==> config.mk <==
export PLATFORM = sky130hd
export DESIGN_NAME = id_ex_stage
export DESIGN_NICKNAME = d
export VERILOG_FILES = /design/src/rtl/id_ex_stage.sv
export SDC_FILE = /design/constraint.sdc
export NUM_CORES = 1
export LEC_CHECK = 0
export ABC_AREA = 1
export BUFFER_PORTS_ARGS = -buffer_cell sky130_fd_sc_hd__buf_2
export CAP_MARGIN = 20
export CORE_MARGIN = 2
export CORE_UTILIZATION = 29
export CTS_CLUSTER_SIZE = 40
export DETAILED_ROUTE_END_ITERATION = 10
export GPL_TIMING_DRIVEN = 0
export PLACE_DENSITY = 0.58
export SLEW_MARGIN = 20
export SYNTH_ARGS = -nofsm -noshare
export SYNTH_HDL_FRONTEND = slang
export SYNTH_SLANG_ARGS = --single-unit
==> constraint.sdc <==
create_clock -name clk -period 2.1 [get_ports clk]
set_input_delay 0.63 -clock clk [delete_from_list [all_inputs] [get_ports clk]]
set_output_delay 0.63 -clock clk [all_outputs]
set_load 0.02 [all_outputs]
==> src/rtl/id_ex_stage.sv <==
// Instruction decode plus the ID/EX pipeline register, with load-use bubble insertion.
// Optional ID_PERF_CNT_EN adds stall_cnt / bubble_cnt performance counters.
module id_ex_stage #(
  parameter int PC_W = 8,
  parameter int XLEN = 32
) (
  input  logic            clk,
  input  logic            rst,
  input  logic            if_valid,
  input  logic [31:0]     if_instr,
  input  logic [PC_W-1:0] if_pc,
  input  logic            flush,
  input  logic            ex_stall,
  output logic            id_stall,
  output logic [4:0]      id_rs1,
  output logic [4:0]      id_rs2,
  output logic            idex_valid,
  output logic [7:0]      idex_ctrl,
  output logic [31:0]     idex_instr,
  output logic [PC_W-1:0] idex_pc,
  output logic [XLEN-1:0] idex_imm,
  output logic [4:0]      idex_rd
`ifdef ID_PERF_CNT_EN
  ,
  output logic [31:0]     stall_cnt,
  output logic [31:0]     bubble_cnt
`endif
);

  localparam logic [6:0] OP_R      = 7'b0110011;
  localparam logic [6:0] OP_I      = 7'b0010011;
  localparam logic [6:0] OP_LOAD   = 7'b0000011;
  localparam logic [6:0] OP_STORE  = 7'b0100011;
  localparam logic [6:0] OP_BRANCH = 7'b1100011;

  logic [7:0]      ctrl_dec;
  logic [XLEN-1:0] imm_dec;
  logic            uses_rs1, uses_rs2, load_use, bubble_wr;

  logic            valid_d, valid_q;
  logic [7:0]      ctrl_d, ctrl_q;
  logic [31:0]     instr_d, instr_q;
  logic [PC_W-1:0] pc_d, pc_q;
  logic [XLEN-1:0] imm_d, imm_q;
  logic [4:0]      rd_d, rd_q;

  assign id_rs1 = if_instr[19:15];
  assign id_rs2 = if_instr[24:20];

  always_comb begin
    ctrl_dec = 8'h00;
    imm_dec  = '0;
    uses_rs1 = 1'b0;
    uses_rs2 = 1'b0;
    case (if_instr[6:0])
      OP_R: begin
        ctrl_dec = 8'h41;
        uses_rs1 = 1'b1;
        uses_rs2 = 1'b1;
      end
      OP_I, OP_LOAD: begin
        ctrl_dec = (if_instr[6:0] == OP_I) ? 8'hE1 : 8'h8B;
        imm_dec  = {{(XLEN-12){if_instr[31]}}, if_instr[31:20]};
        uses_rs1 = 1'b1;
      end
      OP_STORE: begin
        ctrl_dec = 8'h84;
        imm_dec  = {{(XLEN-12){if_instr[31]}}, if_instr[31:25], if_instr[11:7]};
        uses_rs1 = 1'b1;
        uses_rs2 = 1'b1;
      end
      OP_BRANCH: begin
        ctrl_dec = 8'h30;
        imm_dec  = {{(XLEN-13){if_instr[31]}}, if_instr[31], if_instr[7],
                    if_instr[30:25], if_instr[11:8], 1'b0};
        uses_rs1 = 1'b1;
        uses_rs2 = 1'b1;
      end
      default: ;
    endcase
  end

  // ctrl_q[3] is MemRead: the instruction in ID/EX is a load whose data is not ready yet.
  assign load_use = if_valid & valid_q & ctrl_q[3] & (rd_q != 5'd0) &
                    ((uses_rs1 & (rd_q == id_rs1)) | (uses_rs2 & (rd_q == id_rs2)));
  assign id_stall  = ex_stall | (load_use & ~flush);
  assign bubble_wr = flush | (~ex_stall & load_use);

  always_comb begin
    valid_d = valid_q;
    ctrl_d  = ctrl_q;
    instr_d = instr_q;
    pc_d    = pc_q;
    imm_d   = imm_q;
    rd_d    = rd_q;
    if (bubble_wr) begin
      valid_d = 1'b0;
      ctrl_d  = 8'h00;
      instr_d = '0;
      pc_d    = '0;
      imm_d   = '0;
      rd_d    = '0;
    end else if (!ex_stall) begin
      valid_d = if_valid;
      ctrl_d  = if_valid ? ctrl_dec : 8'h00;
      instr_d = if_instr;
      pc_d    = if_pc;
      imm_d   = imm_dec;
      rd_d    = if_instr[11:7];
    end
  end

  always_ff @(posedge clk) begin
    if (rst) begin
      valid_q <= 1'b0;
      ctrl_q  <= '0;
      instr_q <= '0;
      pc_q    <= '0;
      imm_q   <= '0;
      rd_q    <= '0;
    end else begin
      valid_q <= valid_d;
      ctrl_q  <= ctrl_d;
      instr_q <= instr_d;
      pc_q    <= pc_d;
      imm_q   <= imm_d;
      rd_q    <= rd_d;
    end
  end

  assign idex_valid = valid_q;
  assign idex_ctrl  = ctrl_q;
  assign idex_instr = instr_q;
  assign idex_pc    = pc_q;
  assign idex_imm   = imm_q;
  assign idex_rd    = rd_q;

`ifdef ID_PERF_CNT_EN
  logic [31:0] stall_cnt_d, stall_cnt_q, bubble_cnt_d, bubble_cnt_q;

  always_comb begin
    stall_cnt_d  = stall_cnt_q + {31'd0, id_stall};
    bubble_cnt_d = bubble_cnt_q + {31'd0, bubble_wr};
  end

  always_ff @(posedge clk) begin
    if (rst) begin
      stall_cnt_q  <= '0;
      bubble_cnt_q <= '0;
    end else begin
      stall_cnt_q  <= stall_cnt_d;
      bubble_cnt_q <= bubble_cnt_d;
    end
  end

  assign stall_cnt  = stall_cnt_q;
  assign bubble_cnt = bubble_cnt_q;
`endif

endmodule

==> key figures <==
STA
  • Worst slew margin: 61.37%
  • Clk_skew: about 0.0066 ns
  • Fin crit period: ~2.2 ns
  • Final setup fails: 1
  • Final Max Slew Viols: 0
  • Period utilisation layout: 105.4%
  • F_max: 451.8 MHz
  • Worst setup margin: -0.1136 ns
  • Hold_ws: 0.5058 ns
  • Unrepaired setup endpoints after global routing: yes
  • Fin. Hold Viols: 0
  • Worst slew pin tran: 0.5794 ns

Layout
  • FF/Latch Area: about 0.0012 sq mm
  • Area of the multi-input gates: 0.001201 sq mm
  • Antenna fix cells: 0
  • Layout Area Growth over Synthesis: 48.73%
  • Nets: about 580
  • Layout cells sized above 1: 48.71%
  • Fill cells: 1010

Route
  • Avg Vias per Cell: around 4.3
  • Drt first pass iters: 6
  • DRC viols: 0
  • Wire per inst: 12.58 um
  • Routed WL: about 8500 um
  • Routed Antenna Nets: 0
  • First DRT Iteration DRCs: 81
  • Vias: 2920

Min path
  • Worst Hold Class: reg -> reg

Global route
  • Tot GR Track Use: between 10% and 20%
  • Number of global-route vias before repair: 2613
  • Largest net degree at the start of global routing: 22
  • Remaining global-route overflow: 0
  • First-pass GRT wire length: 12850 um
  • Initial antenna violation count: 0

Power and ir drop
  • Lkg Pwr: 2.272 nW
  • Pwr Total: approximately 2.6 mW
  • Power per cell area: 615.8 mW/mm^2
  • Peak supply drop: 319.6 uV

Synthesis
  • Yosys warnings: 0
  • Post-synthesis cell count: 360
  • Post-synth top area share: between 40% and 50%
  • Post-synth EDFFs: 0
  • Top post-synthesis cells by area: dfxtp_1 (43%), nor2_1 (9.8%), buf_4 (9.2%)
  • Mean Syn Cell Area: 7.910 sq um
  • Number of synthesized register bits: between 60 and 70
  • Sequential cell area fraction in the yosys report: 42.88%
  • Top FF cell, synth: dfxtp_1
  • Leading area contributor after synthesis: dfxtp_1
  • Syn Std Cell Area: 0.002848 sq mm
  • Post-synth cell types: 27
  • Asr flop ratio synth: 0%
  • Syn Nets: 405

Floorplan
  • Core footprint: 0.009639 sq mm
  • Row count: 36
  • Die width: 103.1 um
  • Chip height: 103.1 um
  • Full die area: 0.01063 sq mm
  • Starting Density: 29.54%
  • Boundary pin count: between 100 and 150

Place
  • Port bufs: 141
  • Placer Congestion: 0.8086
  • DP HPWL: roughly 6300 um

Flow run
  • Max-Cap Viols: 0

Clocking
  • Clock sink count: 61
  • Clk slew on worst S/H paths: 0.07 ns
  • H-tree depth: 3
  • Clock buffer depth: 2
  • CTS tree: yes
  • Hold Buf Count CTS: 0
  • Num CTS Buffers: 9
  • Clock root cell: clkbuf_8
  • Clk_lat worst skew: approximately 0.34 ns

Worst setup path
  • CP required: ~1.5 ns
  • Setup CP Type: in -> out
  • Critical path endpoint category: output pin
  • CP Launch Type: primary input
  • Worst EP arrival: 1.58 ns
  • CP max FO: 3

Outcome
  • Failing checks: setup timing
  • Outcome: complete, but fails checks
-- final cells by class --
class,instances,area share [%]
Sequential cell,61,29.19
Multi-Input combinational cell,220,28.36
Timing Repair Buffer,167,22.48
Buffer,49,8.863
Tap cell,133,3.929
Clock buffer,9,2.925
Inverter,29,2.688
Clock inverter,7,1.566
-- flip-flops by register name (all words and copies together), names as in the netlist --
name,cells
idex_instr,32
idex_imm,13
idex_pc,8
idex_ctrl,7
idex_valid,1
-- report_power, final --
part	total, mW	internal [mW]	switching, mW
logic	0.396	0.170	0.226
clock network	1.01	0.541	0.472
registers	1.20	1.18	0.0173
-- cell usage in the layout (no fill, tap or decap), types with 2 or more instances in the layout --
cell type  netlist  routed
nand3_1          6       5
clkbuf_8         0       9
a22oi_1          7       7
inv_4            0       2
buf_4           35      62
dfxtp_1         61      55
o21a_1           4       4
xor2_1           2       2
buf_8            0       3
nor2_2          10      10
dfxtp_2          0       3
inv_1           29      24
o21ai_0         13      12
nand2_2          2       3
nand4_1          3       3
nand2_1         52      50
buf_6            5       8
a21oi_1         18      18
clkinv_2         0       4
nor2_1          74      71
nand2_4          1       2
mux2i_1         21      21
dfxtp_4          0       3
nor2_4           1       4
clkbuf_1         3       2
buf_2            5     139
inv_2            0       3
-- cells by family after synthesis --
logic type,count (synthesis),synth area share (%)
compound gates,44,8.919
xor+xnor,4,1.230
buf+inv,79,17.13
mux,21,7.381
simple gates,151,22.45
flops,61,42.88
-- cells in the mapped netlist (2+ instances only) --
| cell | n |
|---|---|
| a21oi_1 | 18 |
| a22oi_1 | 7 |
| buf_2 | 5 |
| buf_4 | 35 |
| buf_6 | 5 |
| clkbuf_1 | 3 |
| dfxtp_1 | 61 |
| inv_1 | 29 |
| mux2i_1 | 21 |
| nand2_1 | 52 |
| nand2_2 | 2 |
| nand3_1 | 6 |
| nand4_1 | 3 |
| nor2_1 | 74 |
| nor2_2 | 10 |
| o21a_1 | 4 |
| o21ai_0 | 13 |
| xnor2_1 | 2 |
| xor2_1 | 2 |
-- worst max-delay path, cell delays in order --
cell     delay [ns]
buf_4          0.10
inv_4          0.04
nor2_4         0.12
inv_1          0.07
nor2_4         0.12
nor2_2         0.04
nor2_2         0.13
nand2_2        0.07
o21ai_2        0.12
buf_6          0.13
-- metrics by stage --
stage / cells / area [sq um] / util (%) / TNS [ns] / setup WS, ns
after global routing: 675 / 4235 / 43.94 / -0.2088 / -0.2000
after CTS: 668 / 4108 / 42.61 / -0.1395 / -0.1395
after detailed placement: 634 / 3724 / 38.63 / -0.2982 / -0.2982
after global placement: 634 / 3724 / 38.63 / -0.3112 / -0.3112
final: 675 / 4235 / 43.94 / -0.1136 / -0.1136
after floorplan: 360 / 2851 / - / 0 / 0.05025
-- routing by layer --
metal | track usage, % | share of wire [%] | wire [um]
met5 | 0 | 0 | 0
met4 | 4.049 | 1.1 | 96
met2 | 26.87 | 49 | 4136
met3 | 5.356 | 7.3 | 620
met1 | 19.16 | 43 | 3637
-- timing repair --
item                                    4_1_cts  5_1_grt
setup buffers                                19        7
endpoints found under the hold margin         0        0
gates resized for setup                      22       23
gates cloned                                  0        0
pin swaps                                    11       15
endpoints found under the setup margin        1       20
-- worst paths after layout --
check                                                 start                          end  slack [ns]  cells past startpoint
worst max-delay path                            if_instr[5]                     id_stall       -0.11                     10
worst min-delay path            idex_instr[20]$_SDFFE_PP0N_  idex_instr[20]$_SDFFE_PP0N_        0.51                      2
worst max register to register   idex_instr[7]$_SDFFE_PP0N_    idex_ctrl[7]$_SDFFE_PP0N_        0.45                     12
worst min register to register  idex_instr[20]$_SDFFE_PP0N_  idex_instr[20]$_SDFFE_PP0N_        0.51                      2
Power figures use the tool's default switching activity.
